==> config.mk <==
export PLATFORM = sky130hd
export DESIGN_NAME = phy_tx_framer
export DESIGN_NICKNAME = d
export VERILOG_FILES = /design/src/rtl/phy_tx_framer.sv
export SDC_FILE = /design/constraint.sdc
export NUM_CORES = 1
export LEC_CHECK = 0
export ABC_AREA = 1
export ABC_CLOCK_PERIOD_IN_PS = 1800
export CORE_MARGIN = 2
export CORE_UTILIZATION = 40
export CTS_CLUSTER_SIZE = 14
export DETAILED_ROUTE_END_ITERATION = 8
export PLACE_DENSITY = 0.71
export SLEW_MARGIN = 20
export SYNTH_ARGS = -nofsm -noshare
export SYNTH_HDL_FRONTEND = slang
export SYNTH_SLANG_ARGS = --single-unit
==> constraint.sdc <==
create_clock -name CLK -period 1.8 [get_ports CLK]
set_clock_uncertainty 0.05 [all_clocks]
set_input_delay 0.27 -clock CLK [delete_from_list [all_inputs] [get_ports CLK]]
set_output_delay 0.27 -clock CLK [all_outputs]
set_load 0.02 [all_outputs]
==> src/rtl/phy_tx_framer.sv <==
// phy_tx_framer
//   Transmit-side framer for the PCIe PHY logical sub-block. Takes byte-wide
//   TLP/DLLP beats on a valid/ready handshake and emits one registered symbol
//   per clock: STP/SDP, data bytes, END/EDB, IDL fill and periodic SKP
//   ordered sets (COM + SKP_COUNT x SKP). Malformed framing is reported on
//   ERROR_FRAME and the offending packet is nullified with EDB.
//
// Parameters
//   SKP_INTERVAL  cycles between SKP ordered sets (>= 8)
//   SKP_COUNT     SKP symbols after each COM (1..7)
//   MAX_LEN       maximum data bytes per packet (>= 1)
//
// Ports
//   CLK          clock, rising edge
//   RESET        synchronous, active-high reset
//   IN_VALID     beat valid
//   IN_READY     beat accepted when IN_VALID & IN_READY (combinational)
//   IN_DATA      payload byte
//   IN_SOP       first beat of packet
//   IN_EOP       last beat of packet
//   IN_TYPE      with SOP: 0 = TLP (STP), 1 = DLLP (SDP)
//   IN_ABORT     with EOP: 1 = end with EDB instead of END
//   DATA_OUT     registered symbol
//   CONTROL_OUT  registered class: 00 data, 01 start/end, 10 COM, 11 SKP/IDL
//   ERROR_FRAME  registered one-cycle pulse on a framing error
module phy_tx_framer #(
   parameter int SKP_INTERVAL = 64,
   parameter int SKP_COUNT    = 3,
   parameter int MAX_LEN      = 32
) (
   input  logic       CLK,
   input  logic       RESET,
   input  logic       IN_VALID,
   output logic       IN_READY,
   input  logic [7:0] IN_DATA,
   input  logic       IN_SOP,
   input  logic       IN_EOP,
   input  logic       IN_TYPE,
   input  logic       IN_ABORT,
   output logic [7:0] DATA_OUT,
   output logic [1:0] CONTROL_OUT,
   output logic       ERROR_FRAME
);
   localparam int TW = $clog2(SKP_INTERVAL + 1);
   localparam int LW = $clog2(MAX_LEN + 1);

   localparam logic [7:0] SYM_STP = 8'hfb;
   localparam logic [7:0] SYM_SDP = 8'h5c;
   localparam logic [7:0] SYM_END = 8'hfd;
   localparam logic [7:0] SYM_EDB = 8'hfe;
   localparam logic [7:0] SYM_COM = 8'hbc;
   localparam logic [7:0] SYM_SKP = 8'h1c;
   localparam logic [7:0] SYM_IDL = 8'h7c;

   localparam logic [1:0] C_DATA = 2'b00;
   localparam logic [1:0] C_FRM  = 2'b01;
   localparam logic [1:0] C_COM  = 2'b10;
   localparam logic [1:0] C_OS   = 2'b11;

   typedef enum logic [2:0] {
      ST_IDLE, ST_DATA, ST_END, ST_DROP, ST_SKP_COM, ST_SKP_BODY
   } state_t;

   state_t          state;
   logic [TW-1:0]   skp_timer;
   logic [LW-1:0]   len;
   logic [2:0]      skp_body;
   logic            abort_q;
   logic            skp_due;

   assign skp_due = (skp_timer >= TW'(SKP_INTERVAL));

   // SOP is never consumed in IDLE: the same beat is taken again as the
   // first data byte once the start symbol has gone out. A stray non-SOP
   // beat in IDLE is swallowed so the source cannot wedge.
   always_comb begin
      IN_READY = 1'b0;
      case (state)
         ST_IDLE:          IN_READY = IN_VALID & ~IN_SOP & ~skp_due;
         ST_DATA, ST_DROP: IN_READY = 1'b1;
         default:          IN_READY = 1'b0;
      endcase
   end

   always_ff @(posedge CLK) begin
      if (RESET) begin
         state       <= ST_IDLE;
         skp_timer   <= '0;
         len         <= '0;
         skp_body    <= '0;
         abort_q     <= 1'b0;
         DATA_OUT    <= SYM_IDL;
         CONTROL_OUT <= C_OS;
         ERROR_FRAME <= 1'b0;
      end else begin
         ERROR_FRAME <= 1'b0;
         DATA_OUT    <= SYM_IDL;
         CONTROL_OUT <= C_OS;
         if (!skp_due)
            skp_timer <= skp_timer + TW'(1);

         case (state)
            ST_IDLE: begin
               if (skp_due) begin
                  state     <= ST_SKP_COM;
                  skp_timer <= '0;
               end else if (IN_VALID && IN_SOP) begin
                  DATA_OUT    <= IN_TYPE ? SYM_SDP : SYM_STP;
                  CONTROL_OUT <= C_FRM;
                  len         <= '0;
                  state       <= ST_DATA;
               end else if (IN_VALID) begin
                  ERROR_FRAME <= 1'b1;
               end
            end
            ST_DATA: begin
               if (!IN_VALID) begin
                  // underrun: nullify what is already on the wire
                  DATA_OUT    <= SYM_EDB;
                  CONTROL_OUT <= C_FRM;
                  ERROR_FRAME <= 1'b1;
                  state       <= ST_DROP;
               end else if (len < LW'(MAX_LEN)) begin
                  DATA_OUT    <= IN_DATA;
                  CONTROL_OUT <= C_DATA;
                  len         <= len + LW'(1);
                  if (IN_SOP && len != '0)
                     ERROR_FRAME <= 1'b1;
                  if (IN_EOP) begin
                     abort_q <= IN_ABORT;
                     state   <= ST_END;
                  end
               end else begin
                  // over-length: nullify, then drop the rest unless this was the last beat
                  DATA_OUT    <= SYM_EDB;
                  CONTROL_OUT <= C_FRM;
                  ERROR_FRAME <= 1'b1;
                  state       <= IN_EOP ? ST_IDLE : ST_DROP;
               end
            end
            ST_END: begin
               DATA_OUT    <= abort_q ? SYM_EDB : SYM_END;
               CONTROL_OUT <= C_FRM;
               if (skp_due) begin
                  state     <= ST_SKP_COM;
                  skp_timer <= '0;
               end else begin
                  state <= ST_IDLE;
               end
            end
            ST_DROP: begin
               if (IN_VALID && IN_EOP)
                  state <= ST_IDLE;
            end
            ST_SKP_COM: begin
               // timer stays parked while the ordered set is on the wire, so the
               // interval measures traffic/idle time between sets
               DATA_OUT    <= SYM_COM;
               CONTROL_OUT <= C_COM;
               skp_timer   <= '0;
               skp_body    <= '0;
               state       <= ST_SKP_BODY;
            end
            ST_SKP_BODY: begin
               DATA_OUT    <= SYM_SKP;
               CONTROL_OUT <= C_OS;
               skp_timer   <= '0;
               skp_body    <= skp_body + 3'd1;
               if (skp_body == 3'(SKP_COUNT - 1))
                  state <= ST_IDLE;
            end
            default: state <= ST_IDLE;
         endcase
      end
   end
endmodule
**Word level (Yosys, flattened, before mapping)**

Index checks and enable logic that the tools add are counted.

- Register bits: 31
- Output and inout bits: 12
- Word-level logic and storage cells: 83

- $add $sub $neg: 3
- $lt $le $gt $ge: 2
- Equality and inequality tests: 14
- Muxes and demuxes: 39
- Bitwise operators: 4
- Reductions and logical operators: 13

Operators by type and width:

| operator | count |
|---|---|
| $mux 8 | 5 |
| $pmux 8 s5 | 1 |
| $mux 3 | 8 |
| $mux 6 | 4 |
| $pmux 3 s6 | 1 |
| $mux 7 | 2 |
| $pmux 7 s2 | 1 |
| $ne 2x2->1 const B | 6 |
| $pmux 6 s2 | 1 |
| $eq 3x2->1 const B | 3 |
| $mux 1 | 8 |
| $mux 2 | 4 |
| $pmux 2 s4 | 1 |
| $reduce_and 4->1 | 2 |
| $add 7x1->7 const B | 1 |
| $ge 7x7->1 const B | 1 |
| $add 6x1->6 const B | 1 |
| $eq 3x3->1 const B | 2 |
| $lt 6x6->1 const B | 1 |
| $pmux 3 s2 | 1 |
| $reduce_bool 6->1 | 1 |
| $reduce_or 2->1 | 3 |
| $reduce_and 5->1 | 1 |
| $ne 4x4->1 const B | 1 |
| 9 further kinds | 15 |

**Longest topological paths before layout**

- Depth after elaboration: 6
- Depth in mapped cells: 9

**Least setup slack after synthesis**

No wires, ideal clock.

- Path type: register to output
- Start: register state[0]
- End: output port IN_READY
- Data arrival time: 1086 ps
- Data required time: 1480 ps
- Setup slack: 394 ps
- Cell stages (with the launch flop): 7
- Buffers on the path: 1
- Path through: dfxtp_1 -> buf_4 -> clkinv_1 -> nand3_2 -> nor2_1 -> nand3_1 -> o21ai_0

- Cells in the longest elaborated chain, start to end: 3
- Elaborated cells between the ends (all ways): 5

RTL lines:

| item | line | text |
|---|---|---|
| from (decl) | 64 | `state_t state;` |
| from (signal assigned) | 138 | `state <= IN_EOP ? ST_IDLE : ST_DROP;` |
| $eq 3x2->1 / $eq 3x1->1 (equally long branches) | 78 | `case (state)` |
| $reduce_or 2->1 | 78 |  |
| $pmux 1 s2 (*) | 78 |  |
| to (decl) | 34 | `output logic IN_READY,` |

Mark *: on every way between the ends. The rest lies on a longest branch, timed or not.

**Final worst setup path**

- Start: register state[1]
- End: output port IN_READY

Same word-level chain as after synthesis.

==> flow_results.org <==
** Run status
- The flow ran to the end, and the final reports show no timing, DRC or antenna violations.

** Synth
- Summed over its instances, the top area cell type makes up 37.2% of the synthesized netlist area.
- Summing the sequential cell areas from Yosys gives 37.2% of the chip area.
- Async set or reset register ratio after synthesis :: 0%
- Number of warning messages in the yosys log :: 0
- Synthesis produced 232 cells.
- Synth Area per Inst :: 7.19 sq um
- The number of nets in the synthesized netlist is 254.
- In this run, synthesis inferred 0 flip-flops with an integrated enable.
- Leading post-synthesis cells by instance count :: sky130_fd_sc_hd__nand2_1, sky130_fd_sc_hd__nor2_1, sky130_fd_sc_hd__dfxtp_1
- sky130_fd_sc_hd__nand2_1 is the most common cell in the netlist.
- Yosys attributes the largest share of cell area to sky130_fd_sc_hd__dfxtp_1, sky130_fd_sc_hd__nand2_1, sky130_fd_sc_hd__nor2_1.
- Synthesized flop and latch total :: 31
- Flip-flop cell with the highest count after synthesis :: sky130_fd_sc_hd__dfxtp_1
- Yosys mapped the design onto 35 distinct sky130hd cell types.
- Post-synthesis instance area :: 0.00167 sq mm
- Largest area contributor in the netlist :: sky130_fd_sc_hd__dfxtp_1

** Worst hold path
- Hold/Removal Path Class :: flip-flop to flip-flop
- Min-delay src :: skp_body[2]$_SDFFE_PP0P_
- The worst hold path passes through 2 cells.
- Worst Hold End :: skp_body[2]$_SDFFE_PP0P_

** Layout
- Registers take 621 sq um.
- Share of final-layout standard cells stronger than drive strength 1 :: 15.0%
- Antenna diode count :: 0
- Final nets :: 294
- Fill cells in the final layout number 406.
- Count of placed standard cells in the final layout, fillers left out :: 323
- The multi-input combinational cells in the finished layout cover a total of 900 sq um.
- From synthesis to final layout, the design area changed by 27.8%.

** Run
- Number of max-cap violations :: 0

** Route
- First-pass iteration count of the detailed router :: 6
- After detailed routing, the average wire length per cell comes to 11.6 um.
- After the first detailed-routing iteration, the DRC count stood at 130.
- Using the TritonRoute via totals, the vias-per-cell ratio works out to 4.91.
- Total number of vias :: 1587
- In the routed design, unresolved DRC markers number 0.
- The routed design has 3740 um of wire.
- Count of antenna-violating nets left after detailed routing :: 0

** Placement
- At the end of routability-driven placement, the weighted congestion stood at 0.865.
- Setup WS pre-CTS :: -166 ps
- Post-detail-place hpwl :: 2850 um
- Number of placed cells counting well taps :: 315
- Number of port buffers :: 26

** Floorplan
- Once the floorplan was initialized, standard cells occupied 41.7% of the core.
- The core region is 0.00400 sq mm.
- Die area :: 0.00471 sq mm
- Number of rows created at floorplan :: 23
- Pin placement for this block handled 27 I/O pins.
- Die extent in x :: 68.6 um
- The floorplan step set the die height to 68.6 um.

** Clocking
- The clock net in this run drives a total of 31 sinks.
- Counting the buffers created by CTS gives 5.
- TritonCTS built the clock tree.
- Deepest level of the CTS H-tree :: 2
- Maximum root-to-sink buffer count :: 2
- Buffers added to address setup during post-CTS repair amount to 0.
- Clock Root Buffer :: sky130_fd_sc_hd__clkbuf_8
- For this design, the CTS-stage hold fixing added 0 buffers.
- Clock latency on the worst-skew pair :: 280 ps
- Reg clk slew, reported paths :: 60 ps

** Global routing
- Global routing consumed, over all layers together, 17.3% of the routing resources.
- The first global-routing pass estimated 6090 um of wire.
- Aggregate global routing overflow :: 0
- Antenna violations before repair :: 0
- Pin count of the biggest net entering global routing :: 16
- The number of global-route vias before repair came to 1367.

** Critical path
- The worst register-to-register path ends at len[1]$_SDFFE_PP0P_.
- Maximum fanout along the worst path :: 2
- Crit path DAT :: 1330 ps
- Startpoint-to-endpoint class of the critical path :: flip-flop to primary output
- The slowest stage of the critical path belongs to the cell sky130_fd_sc_hd__dfxtp_1.
- Endpoint class of the critical path :: primary output
- R2R Path Start :: skp_timer[6]$_SDFF_PP0_
- On the worst path, the slowest cell contributes a delay of 320 ps.
- The critical path goes through inv_2 -> nand3_2 -> nor2_1 -> nand3_1 -> o21ai_0 -> buf_2.
- The worst register-to-register path has a setup slack of 250 ps.
- Data on the critical path is required at its endpoint by 1480 ps.
- The worst setup path is launched from a flip-flop.
- R2R cell count :: 9

** Power and ir drop
- Total power :: 2.43 mW
- The worst-case IR drop observed on VDD is 0.000585 V.
- Power density over the cells :: 1140 mW/mm^2
- For this design the static power due to leakage is 0.897 nW.

** Timing
- Setup Viol. Count Final :: 0
- Setup TNS after final layout :: 0 ps
- The routed design could run at a clock period as short as 1650 ps.
- The number of failing hold endpoints at the final stage was 0.
- Unrepaired setup endpoints after global routing :: false
- The number of pins with negative max-slew slack in the final report is 0.
- Based on the critical path, the design can be clocked at up to 0.607 GHz.
- In the finished design, the share of the clock period the worst path needs comes to 91.5%.
- In this run the tightest slew margin relative to its limit is 71.5%.
- Post-route setup slack :: 154 ps
- Least-Margin Pin Slew :: 426 ps
==> per-stage QoR <==
| step | area, sq um | util, % | hold WS, ps |
|---|---|---|---|
| 6_report | 2130 | 53.3 | 413 |
| 2_1_floorplan | 1670 | - | 335 |
| 5_1_grt | 2130 | 53.3 | 441 |
| 3_5_place_dp | 2060 | 51.4 | 406 |
| 4_1_cts | 2140 | 53.5 | 415 |
| 3_3_place_gp | 2060 | 51.4 | 395 |
==> cells by family (layout without fill, tap and decap cells) <==
kind of cell | Yosys count | after routing | share of synthesized area, %
adders and majority gates | 7 | 7 | 5.25
buffers and inverters | 35 | 76 | 8.92
and+or+nand+nor | 116 | 116 | 33.4
xor gates and xnor gates | 4 | 4 | 2.10
DFF | 31 | 31 | 37.2
AOI/OAI and AO/OA | 39 | 39 | 13.2
==> where the power goes <==
part / switching [mW] / internal (mW)
Sequential: 0.0631 / 0.797
Clock: 0.253 / 0.271
Combinational: 0.624 / 0.422
Total: 0.940 / 1.49
==> worst max-delay path, delay by kind of cell, from the launching register on <==
kind	cells	cell delay, ps
DFF	1	320
and+or+nand+nor	3	360
buffers and inverters	2	260
AOI/OAI and AO/OA	1	110
==> how the worst max path moves through the flow <==
stage | start | endpoint | slack [ps]
final | state[1]$_SDFFE_PP0P_ | IN_READY | 150
after global routing | state[2]$_SDFFE_PP0P_ | IN_READY | 60
after CTS | state[1]$_SDFFE_PP0P_ | IN_READY | 40
after detailed placement | IN_SOP | IN_READY | -170
after global placement | IN_SOP | IN_READY | -140
after floorplan | state[0]$_SDFFE_PP0P_ | IN_READY | 390
==> state kept, by name, indices dropped and copies added, names as in the netlist <==
signal       count
CONTROL_OUT      2
DATA_OUT         8
skp_body         3
state            3
skp_timer        7
abort_q          1
ERROR_FRAME      1
len              6
==> area by class of cell <==
class	count	share of cell area (%)
clock buffer	7	3.58
clock inverter	1	0.235
inverter	27	4.75
multi-input combinational	166	42.2
sequential	31	29.1
tap	50	2.93
timing repair buffer	41	17.2
==> per-layer routing <==
| metal | GRT usage [%] | part of all wire [%] | vias up |
|---|---|---|---|
| met5 | 0 | 0 | - |
| met4 | 7.50 | 1.6 | 0 |
| met3 | 4.06 | 5.3 | 5 |
| met2 | 26.6 | 46 | 37 |
| met1 | 23.1 | 48 | 706 |
| li1 | - | - | 839 |
==> repair_timing <==
item	in CTS	in global routing
pin swaps	0	0
gates resized for setup	4	1
endpoints found under the setup margin	1	1
==> placed cells by master, fill, tap and decap left out, drive strengths merged <==
master and count:
a21oi 20, o2111ai 2, nor4 1, dfxtp 31, o22ai 1, nor3 4
ha 7, xor2 3, or2 1, xnor2 1, nand4 6, o21ai 11
o211ai 1, and2 1, inv 26, clkbuf 7, a211oi 1, o21bai 1
a31oi 1, o41ai 1, nand3 20, buf 16, nor2 45, clkdlybuf4s50 25
nand2 38, clkinv 2
(Power assumes the default switching activity.)
